**src/rtl/ad9516_cfg_seq.sv**
```systemverilog
// AD9516 power-up sequencer: writes each table entry via the SPI engine, optionally reads it back, then polls PLL lock.
// Per-entry latency follows the SPI engine; a transfer is only launched while spi_busy_i is low.
module ad9516_cfg_seq #(
  parameter int          TBL_DEPTH  = 64,
  parameter int          TBL_AW     = 6,
  parameter int          VERIFY     = 1,
  parameter int          MAX_RETRY  = 2,
  parameter logic [12:0] LOCK_ADDR  = 13'h01F,
  parameter int          LOCK_POLLS = 1000,
  parameter int          POLL_GAP   = 10000
) (
  input  logic              sys_clk_i,
  input  logic              rst_n_i,
  input  logic              cfg_start_i,
  output logic [TBL_AW-1:0] tbl_addr_o,
  input  logic [21:0]       tbl_data_i,
  output logic              spi_start_o,
  output logic [15:0]       spi_ctrl_o,
  output logic [7:0]        spi_wdata_o,
  input  logic [7:0]        spi_rdata_i,
  input  logic              spi_busy_i,
  output logic              cfg_busy_o,
  output logic              cfg_done_o,
  output logic              cfg_err_o,
  output logic [1:0]        err_code_o,
  output logic [12:0]       err_addr_o
);
  localparam int RW = (MAX_RETRY < 1) ? 1 : $clog2(MAX_RETRY + 1);
  localparam int PW = (LOCK_POLLS < 1) ? 1 : $clog2(LOCK_POLLS + 1);
  localparam int GW = (POLL_GAP < 2) ? 1 : $clog2(POLL_GAP);
  localparam logic [TBL_AW-1:0] LAST_IDX  = TBL_AW'(TBL_DEPTH - 1);
  localparam logic [RW-1:0]     RETRY_MAX = RW'(MAX_RETRY);
  localparam logic [PW-1:0]     POLL_MAX  = PW'(LOCK_POLLS);
  localparam logic [GW-1:0]     GAP_LAST  = GW'((POLL_GAP < 1) ? 0 : POLL_GAP - 1);

  typedef enum logic [3:0] {
    S_IDLE, S_FETCH, S_WR_ISS, S_WR_WAIT, S_RD_ISS, S_RD_WAIT, S_CHECK,
    S_NEXT, S_LK_ISS, S_LK_WAIT, S_LK_GAP, S_DONE, S_ERR
  } state_t;

  state_t            state_q, state_d;
  logic [TBL_AW-1:0] idx_q, idx_d;
  logic [21:0]       ent_q, ent_d;
  logic              fph_q, fph_d;
  logic [1:0]        wph_q, wph_d;
  logic [7:0]        rd_q, rd_d;
  logic [RW-1:0]     retry_q, retry_d;
  logic [PW-1:0]     poll_q, poll_d;
  logic [GW-1:0]     gap_q, gap_d;
  logic [1:0]        code_q, code_d;
  logic [12:0]       eaddr_q, eaddr_d;
  logic              xfer_end;
  logic              rd_op, lk_op;

  always_ff @(posedge sys_clk_i or negedge rst_n_i) begin
    if (!rst_n_i) begin
      state_q <= S_IDLE;
      idx_q   <= '0;
      ent_q   <= '0;
      fph_q   <= 1'b0;
      wph_q   <= 2'd0;
      rd_q    <= '0;
      retry_q <= '0;
      poll_q  <= '0;
      gap_q   <= '0;
      code_q  <= 2'd0;
      eaddr_q <= '0;
    end else begin
      state_q <= state_d;
      idx_q   <= idx_d;
      ent_q   <= ent_d;
      fph_q   <= fph_d;
      wph_q   <= wph_d;
      rd_q    <= rd_d;
      retry_q <= retry_d;
      poll_q  <= poll_d;
      gap_q   <= gap_d;
      code_q  <= code_d;
      eaddr_q <= eaddr_d;
    end
  end

  always_comb begin
    state_d     = state_q;
    idx_d       = idx_q;
    ent_d       = ent_q;
    fph_d       = fph_q;
    wph_d       = wph_q;
    rd_d        = rd_q;
    retry_d     = retry_q;
    poll_d      = poll_q;
    gap_d       = gap_q;
    code_d      = code_q;
    eaddr_d     = eaddr_q;
    spi_start_o = 1'b0;
    xfer_end    = 1'b0;
    // Transfer tracking: busy rise, busy fall, then one cycle for read data to settle.
    if (state_q inside {S_WR_WAIT, S_RD_WAIT, S_LK_WAIT}) begin
      case (wph_q)
        2'd0:    if (spi_busy_i) wph_d = 2'd1;
        2'd1:    if (!spi_busy_i) wph_d = 2'd2;
        default: begin
          wph_d    = 2'd0;
          xfer_end = 1'b1;
        end
      endcase
    end
    case (state_q)
      S_IDLE, S_DONE, S_ERR: if (cfg_start_i) begin
        idx_d   = '0;
        fph_d   = 1'b0;
        code_d  = 2'd0;
        eaddr_d = '0;
        state_d = S_FETCH;
      end
      S_FETCH: if (!fph_q) fph_d = 1'b1;
        else begin
          fph_d   = 1'b0;
          ent_d   = tbl_data_i;
          retry_d = '0;
          state_d = S_WR_ISS;
        end
      S_WR_ISS, S_RD_ISS, S_LK_ISS: if (!spi_busy_i) begin
        spi_start_o = 1'b1;
        wph_d       = 2'd0;
        state_d     = (state_q == S_WR_ISS) ? S_WR_WAIT :
                      (state_q == S_RD_ISS) ? S_RD_WAIT : S_LK_WAIT;
      end
      S_WR_WAIT: if (xfer_end) state_d = (VERIFY != 0 && !ent_q[21]) ? S_RD_ISS : S_NEXT;
      S_RD_WAIT: if (xfer_end) begin
        rd_d    = spi_rdata_i;
        state_d = S_CHECK;
      end
      S_CHECK: if (rd_q == ent_q[7:0]) state_d = S_NEXT;
        else if (retry_q < RETRY_MAX) begin
          retry_d = retry_q + RW'(1);
          state_d = S_WR_ISS;
        end else begin
          code_d  = 2'd1;
          eaddr_d = ent_q[20:8];
          state_d = S_ERR;
        end
      S_NEXT: if (idx_q == LAST_IDX) begin
          poll_d  = '0;
          state_d = S_LK_ISS;
        end else begin
          idx_d   = idx_q + TBL_AW'(1);
          state_d = S_FETCH;
        end
      S_LK_WAIT: if (xfer_end) begin
        poll_d = poll_q + PW'(1);
        if (spi_rdata_i[0]) state_d = S_DONE;
        else if (poll_q + PW'(1) == POLL_MAX) begin
          code_d  = 2'd2;
          eaddr_d = LOCK_ADDR;
          state_d = S_ERR;
        end else begin
          gap_d   = '0;
          state_d = S_LK_GAP;
        end
      end
      S_LK_GAP: if (gap_q == GAP_LAST) state_d = S_LK_ISS;
        else gap_d = gap_q + GW'(1);
      default: state_d = S_IDLE;
    endcase
  end

  // Instruction is derived from state so it stays constant for the whole transfer.
  assign rd_op       = state_q inside {S_RD_ISS, S_RD_WAIT};
  assign lk_op       = state_q inside {S_LK_ISS, S_LK_WAIT};
  assign spi_ctrl_o  = {rd_op | lk_op, 2'b00, lk_op ? LOCK_ADDR : ent_q[20:8]};
  assign spi_wdata_o = ent_q[7:0];
  assign tbl_addr_o  = idx_q;
  assign cfg_busy_o  = !(state_q inside {S_IDLE, S_DONE, S_ERR});
  assign cfg_done_o  = (state_q == S_DONE);
  assign cfg_err_o   = (state_q == S_ERR);
  assign err_code_o  = code_q;
  assign err_addr_o  = eaddr_q;
endmodule

```
**config.mk**
```make
export PLATFORM = sky130hd
export DESIGN_NAME = ad9516_cfg_seq
export DESIGN_NICKNAME = d
export VERILOG_FILES = /design/src/rtl/ad9516_cfg_seq.sv
export SDC_FILE = /design/constraint.sdc
export NUM_CORES = 1
export LEC_CHECK = 0
export CORE_ASPECT_RATIO = 1.1
export CORE_MARGIN = 5
export CORE_UTILIZATION = 38
export CTS_BUF_LIST = sky130_fd_sc_hd__clkbuf_16
export DETAILED_ROUTE_END_ITERATION = 10
export SETUP_SLACK_MARGIN = 0.05
export SYNTH_ARGS = -nofsm -noshare
export SYNTH_HDL_FRONTEND = slang
export SYNTH_SLANG_ARGS = --single-unit
```
**constraint.sdc**
```tcl
create_clock -name sys_clk_i -period 3.8 [get_ports sys_clk_i]
set_input_delay 0.38 -clock sys_clk_i [delete_from_list [all_inputs] [get_ports sys_clk_i]]
set_output_delay 0.38 -clock sys_clk_i [all_outputs]
set_load 0.01 [all_outputs]
```
Yosys cells after proc, flatten, opt, wreduce, memory -nomap -nowiden
Index checks and enable logic that the tools add are counted.
- bits of input ports: 34
- word-level logic and storage cells: 134
- output and inout bits: 49
- bits in registers: 84
- reductions and logical operators: 25
- equal/unequal tests: 33
- order comparisons: 1
- bitwise operators: 1
- multiplexer cells: 59
- $add $sub $neg: 4
- operator list (operator ; number):
    $mux 13 ; 7
    $mux 14 ; 4
    $mux 4 ; 12
    $pmux 13 s3 ; 1
    $pmux 4 s9 ; 1
    $mux 2 ; 15
    $ne 2x2->1 const B ; 15
    $pmux 14 s2 ; 1
    $eq 4x4->1 const B ; 5
    $mux 10 ; 2
    $pmux 10 s2 ; 1
    $eq 4x3->1 const B ; 4
    $add 14x1->14 const B ; 1
    $eq 14x14->1 const B ; 1
    $reduce_and 7->1 ; 2
    $reduce_bool 2->1 ; 7
    $mux 6 ; 2
    $pmux 6 s2 ; 1
    $add 10x1->10 const B ; 1
    $eq 10x10->1 const B ; 1
    $reduce_bool 3->1 ; 3
    $eq 4x2->1 const B ; 2
    $eq 8x8->1 ; 1
    $pmux 2 s2 ; 2
    other kinds (21) ; 31

Depth between registers and ports, before layout
Gate-level depths: netlist of the first run.
- word-level depth: 6
- gate-level depth with buffers: 9

Worst setup path after synthesis of the first run
OpenSTA, ideal clock, no wires.
- kind: register to register
- from: register poll_q[0]
- to: register gap_q[10]
- data arrival time: 2.139 ns
- buffers on the path: 2
- cell stages (with the launch flop): 10
- library setup time: 0.082 ns
- path slack: 1.579 ns
- cells stage by stage: dfrtp_1 > ha_1 > clkbuf_1 > nand3_1 > xor2_1 > o2111ai_1 > nor4_2 > nor2_1 > buf_2 > a31oi_1
- cells in the longest elaborated chain, start to end: 4
- RTL lines (what ; line ; RTL):
    start: declaration ; 48 ; logic [PW-1:0] poll_q, poll_d;
    start signal: assignment ; 76 ; poll_q <= poll_d;
    $add 10x1->10 ; 153 ; else if (poll_q + PW'(1) == POLL_MAX) begin
    $eq 10x10->1 ; 153 ;
    $ne 2x2->1 (no source line) ; n/a ;
    $reduce_and 5->1 (no source line) ; n/a ;
    end signal: assignment ; 77 ; gap_q <= gap_d;
    end: declaration ; 49 ; logic [GW-1:0] gap_q, gap_d;
No other way between the ends.
A chain may end at the register's enable or synchronous reset.

Final worst setup path of the first run
- from: register state_q[2]
- to: output spi_start_o
- cells in the longest elaborated chain, start to end: 3
- elaborated cells between the ends (all ways): 5
- classes of those cells: 3 x eq/ne; 1 x mux; 1 x reduce/logical
- RTL lines (what ; line ; RTL):
    start: declaration ; 41 ; state_t state_q, state_d;
    start signal: assignment ; 69 ; state_q <= state_d;
    $eq 4x2->1 (tied with other cells) ; 108 ; case (state_q)
    $reduce_or 3->1 * ; 108 ;
    $mux 1 * ; 108 ;
    end: declaration ; 17 ; output logic spi_start_o,
Every way passes the cells marked *; elsewhere a longest branch is shown, timed or not.

==> results.yml, run 1 <==
logic_synthesis:
  seq_area_frac_synth: 0.453
  synth_top_family_by_area: "simple AND/OR/NAND/NOR gates"
  yosys_warnings: 0
  synth-compound-area-share: 0.166
  synthSimpleGateAreaFrac: 0.186
  synth_xor_area_frac: 0.0264
  syn_inst: 480
  synth_top_area_frac: 0.453
  synth-adder-area-share: 0.0108
  synth.area.mux_share: 0.0968
  synth_edf_count: 0
  synth_largest_area_cell: "dfrtp_1"
  synth_cell_types: 69
  synth-seq-cells: 84
  synth_area_mm2: 0.00464
  synth_area_leaders: "dfrtp_1, mux2_2, nand2_1, nor2_1, a21oi_1"
  syn_area_per_cell_um2: 9.67
  async_flop_share: 1.00
  ys.flop_type: "dfrtp_1"
timing:
  period_needed_ns: 2.97
  grt_setup_unrepaired: "false"
  max_freq_mhz: 337
  post-route-period-util: 0.780
  worst_pin_slew_ns: 0.865
  slew_violations: 0
  hold_viol: 0
  setup_viol: 0
  fin_ws_ns: 0.835
  max-slew-margin-rel: 0.420
  tns_ns: 0
  fin_skew_ns: 0.00464
cells_and_area:
  nNetsFinal: 583
  area_growth_syn_to_layout_pct: 23.9
  layout_common_cells: "dfrtp_1, clkdlybuf4s50_1, nand2_1"
  drive_gt1_frac: 0.133
  fillers: 1152
  final_common_cell: "dfrtp_1"
  diodes: 0
clock_tree:
  htreeDepth: 3
  clk_latency_ns: 0.33
  cts_root_buf: "clkbuf_16"
  cts_tree: "built"
  ctsLongestPathBuffers: 2
  cts_buffers: 9
  cts_sinks: 84
  post-cts-setup-buffer-count: 0
  cts_resized: 0
  cts.clk_slew.worst_paths_ns: 0.06
  cts_hold_buf: 0
route:
  vias: 3755
  vias_per_cell: 5.35
  final_antenna_net_count: 0
  dr.pass1.iters: 4
  remaining_drc_errors: 0
  wl_per_cell_um: 15.7
  first_iter_violations: 223
  drt_wl_total_um: 11000
worst_setup_path:
  critPathArrivalTime_ns: 2.59
  critPathCaptureType: "output port"
  required_ns: 3.42
  worstSetupPathType: "register to output port"
  crit_fanout: 18
  r2r_cells: 6
  worstSetupStartpointType: "register"
placement:
  pre_cts_slack_ns: 0.867
  io_buffers: 80
  gp_congestion: 0.890
  dp_hpwl_um: 7900
floorplan:
  ios: 83
  rows: 42
  die_x_um: 115
  die_h_um: 126
  die_area_mm2: 0.0145
  start_util: 0.387
  fp.coreArea_mm2: 0.0120
flow_run:
  cap_violations: 0
grt:
  gr-total-overflow: 0
  antenna_found_initial: 0
  grt_pass1_wl_um: 18800
  grtUsageTotal: 0.159
  grt_max_degree: 64
  grt_pass1_vias: 3769
power:
  p_total_mw: 4.64
  leakage_nw: 2.39
  ir_drop_mv: 0.347
  p_per_area_mw_per_mm2: 807
min_path:
  holdCritPathClass: "input pin to async pin"
status:
  status: "finished, final reports clean"
==> worst max-delay path, stage by stage (launching register included) <==
cell and delay, ns:
dfrtp_1 0.72, nand2b_2 0.31, nor2_1 0.06, buf_4 0.23, nor2_1 0.33, nor3_1 0.11, clkdlybuf4s50_1 0.49
==> kinds of logic after synthesis <==
family                     count (synthesis)
other                                      1
AOI/OAI and AO/OA                        111
DFF                                       84
and+or+nand+nor                          167
adders and majority gates                  4
xor gates and xnor gates                  14
buffers and inverters                     58
muxes                                     41
==> registers in the layout (all words and copies together), names as in the netlist <==
signal,count
err_code_o,2
err_addr_o,13
retry_q,2
fph_q,1
rd_q,8
gap_q,14
poll_q,10
state_q,4
ent_q,22
wph_q,2
tbl_addr_o,6
==> worst paths after layout <==
path / start / to / slack [ns]
setup / recovery: state_q[2]$_DFFE_PN0P_ / spi_start_o / 0.83
hold / removal: rst_n_i / gap_q[9]$_DFFE_PN0P_ / 0.15
setup reg to reg: state_q[1]$_DFFE_PN0P_ / err_addr_o[8]$_DFFE_PN0P_ / 0.88
hold reg to reg: gap_q[10]$_DFFE_PN0P_ / gap_q[10]$_DFFE_PN0P_ / 0.47
max in group asynchronous: rst_n_i / err_addr_o[7]$_DFFE_PN0P_ / 2.84
min in group sys_clk_i: gap_q[10]$_DFFE_PN0P_ / gap_q[10]$_DFFE_PN0P_ / 0.47
==> through the flow <==
stage / cells / hold slack (ns) / cell area, um^2 / utilization
floorplan: 481 / 0.0844 / 4640 / -
global placement: 688 / 0.456 / 5500 / 0.459
detailed placement: 688 / 0.465 / 5500 / 0.459
CTS: 702 / 0.178 / 5750 / 0.480
global route: 702 / 0.222 / 5750 / 0.480
finish: 702 / 0.149 / 5750 / 0.480
==> per-layer routing <==
metal  wire length [um]  global-route usage  vias up
met5                  0                   0        -
met4                218              0.0698        0
met3                422              0.0264       13
met2               5330               0.252       93
met1               5030               0.214     1813
li1                   -                   -     1836
==> final cells by class <==
class	instances	area (um^2)	area share
flip-flops and latches	84	2100	0.365
inverters	25	93.8	0.0163
repair buffers	86	843	0.147
clock inverters	5	31.3	0.00544
multi-input cells	339	2260	0.394
well taps	154	193	0.0335
clock buffers	9	225	0.0392
==> power by group <==
part / internal [mW] / switching [mW] / leakage [nW]
Clock: 0.431 / 0.341 / 0.117
Sequential: 1.26 / 0.429 / 1.03
Combinational: 1.14 / 1.04 / 1.24
Total: 2.83 / 1.81 / 2.39
==> cell usage after synthesis (all sizes together), types with 5 or more instances <==
library cell / number
clkbuf: 10
nand4: 6
nand2: 47
dfrtp: 84
nor2b: 13
o21ai: 25
or2: 5
a21oi: 24
buf: 23
nand3: 15
inv: 25
a31oi: 12
nor2: 35
mux2: 31
a22oi: 6
xnor2: 7
and3: 7
nor3: 16
mux2i: 10
xor2: 7
Note: power is estimated with default switching activity, not from simulation.
==> run 2: changes to the inputs <==
==> constraint.sdc (replaced) <==
create_clock -name sys_clk_i -period 3.02 [get_ports sys_clk_i]
set_input_delay 0.302 -clock sys_clk_i [delete_from_list [all_inputs] [get_ports sys_clk_i]]
set_output_delay 0.302 -clock sys_clk_i [all_outputs]
set_load 0.01 [all_outputs]
==> run 2 against run 1 <==
  * The run now ends with negative hold slack left
  * Die area unchanged
  * Via count rose by 0.67%
  * Critical path depth is 1 lower
  * Largest power group unchanged
  * Sequential share of layout area shrank 0.91 points
  * Clock-buffer cell count unchanged
  * Routed wire length increased by 3.0%
  * Critical endpoint is now cfg_busy_o
  * Clock power is 61% higher
  * Core utilization rose by 1.2 points
  * Cell count rose by 1.4%
==> results.yml, run 2 (same netlist as run 1, synthesis figures left out) <==
floorplan:
  die_area_mm2: 0.0145
  die_x_um: 115
  start_util: 0.387
  rows: 42
  ios: 83
  fp.coreArea_mm2: 0.0120
  die_h_um: 126
cells_and_area:
  nNetsFinal: 593
  area_growth_syn_to_layout_pct: 27.1
  final_common_cell: "dfrtp_1"
  diodes: 0
  top_register: "ent_q"
  layout_common_cells: "dfrtp_1, clkdlybuf4s50_1, nand2_1"
  fin_util: 0.492
  fillers: 1145
  largest_register_ff_count: 22
  final_cells: 712
  drive_gt1_frac: 0.149
timing:
  fin_ws_ns: 0.224
  whs_ns: -0.0176
  tns_ns: 0
  max_freq_mhz: 358
  period_needed_ns: 2.80
  fin_skew_ns: 0.00874
  max-slew-margin-rel: 0.361
  grt_setup_unrepaired: "false"
  worst_pin_slew_ns: 0.955
  slew_violations: 0
  post-route-period-util: 0.926
  setup_viol: 0
  hold_viol: 7
route:
  remaining_drc_errors: 0
  vias: 3780
  drt_wl_total_um: 11300
  dr.pass1.iters: 4
  wl_per_cell_um: 15.9
  final_antenna_net_count: 0
  first_iter_violations: 317
  vias_per_cell: 5.31
clock_tree:
  clk_latency_ns: 0.33
  cts_hold_buf: 0
  cts.clk_slew.worst_paths_ns: 0.06
  cts_sinks: 84
  cts_resized: 0
  cts_root_buf: "clkbuf_16"
  htreeDepth: 3
  ctsLongestPathBuffers: 2
  cts_buffers: 9
  post-cts-setup-buffer-count: 0
  cts_tree: "built"
grt:
  gr-total-overflow: 0
  grt_pass1_wl_um: 19200
  grt_max_degree: 49
  antenna_found_initial: 0
  grt_pass1_vias: 3927
  grtUsageTotal: 0.162
placement:
  dp_hpwl_um: 8090
  pre_cts_slack_ns: 0.399
  gp_congestion: 0.843
  io_buffers: 80
  place_inst: 698
flow_run:
  cap_violations: 0
worst_setup_path:
  critPathCaptureType: "output port"
  critPathArrivalTime_ns: 2.49
  crit_fanout: 18
  crit_slowest_cell: "clkdlybuf4s50_1"
  path_cells: "nand2_1, nor2_1, a21o_1, a22oi_1, clkdlybuf4s50_1"
  worstSetupStartpointType: "register"
  slowest_delay_ns: 0.63
  required_ns: 2.72
  worstSetupPathType: "register to output port"
power:
  p_per_area_mw_per_mm2: 1040
  leakage_nw: 2.48
  p_total_mw: 6.16
  ir_drop_mv: 0.538
status:
  violations: "negative hold slack"
  status: "finished with violations"
min_path:
  holdCritPathClass: "input pin to async pin"
==> run 2: cell count changes in the layout (fill, tap and decap cells not counted), sizes merged <==
| cell | before | now |
|---|---|---|
| buf | 7 | 17 |
| bufinv | 0 | 3 |
| clkinvlp | 3 | 0 |
==> run 2: metal layers <==
metal,share of wire,GRT usage
met4,0.012,0.0587
met3,0.033,0.0240
met1,0.45,0.210
met2,0.50,0.273
met5,0,0
==> run 2: final timing paths <==
check / from / endpoint / slack (ns) / cells past startpoint
max: state_q[1]$_DFFE_PN0P_ / cfg_busy_o / 0.22 / 5
min: rst_n_i / poll_q[3]$_DFFE_PN0P_ / -0.02 / 1
max reg2reg: poll_q[0]$_DFFE_PN0P_ / gap_q[13]$_DFFE_PN0P_ / 0.37 / 7
min reg2reg: retry_q[0]$_DFFE_PN0P_ / retry_q[0]$_DFFE_PN0P_ / 0.48 / 1
max in group asynchronous: rst_n_i / poll_q[1]$_DFFE_PN0P_ / 2.30 / 2
min in group sys_clk_i: retry_q[0]$_DFFE_PN0P_ / retry_q[0]$_DFFE_PN0P_ / 0.48 / 1
==> run 2: metrics by stage <==
stage / hold slack [ns] / cell area (um^2)
2_1_floorplan: 0.00641 / 4640
3_3_place_gp: 0.360 / 5570
3_5_place_dp: 0.378 / 5570
4_1_cts: 0.0183 / 5900
5_1_grt: 0.0457 / 5900
6_report: -0.0176 / 5900
==> run 2: report_power, final <==
| part | total [mW] | switching, mW | internal, mW |
|---|---|---|---|
| clock network | 1.24 | 0.439 | 0.798 |
| logic | 2.83 | 1.35 | 1.47 |
| registers | 2.10 | 0.510 | 1.59 |
==> run 2: critical path: cells and delay by family (launching register included) <==
kind | cells | cell delay, ns
buf+inv | 1 | 0.63
simple gates | 2 | 0.42
compound gates | 2 | 0.52
flops | 1 | 0.59
==> run 2: area by class of cell <==
class	instances	area, um^2	area share
Clock buffer	9	225	0.0382
Multi-Input combinational cell	339	2260	0.384
Sequential cell	84	2100	0.356
Inverter	25	93.8	0.0159
Tap cell	154	193	0.0327
Timing Repair Buffer	96	918	0.156
Clock inverter	5	103	0.0174
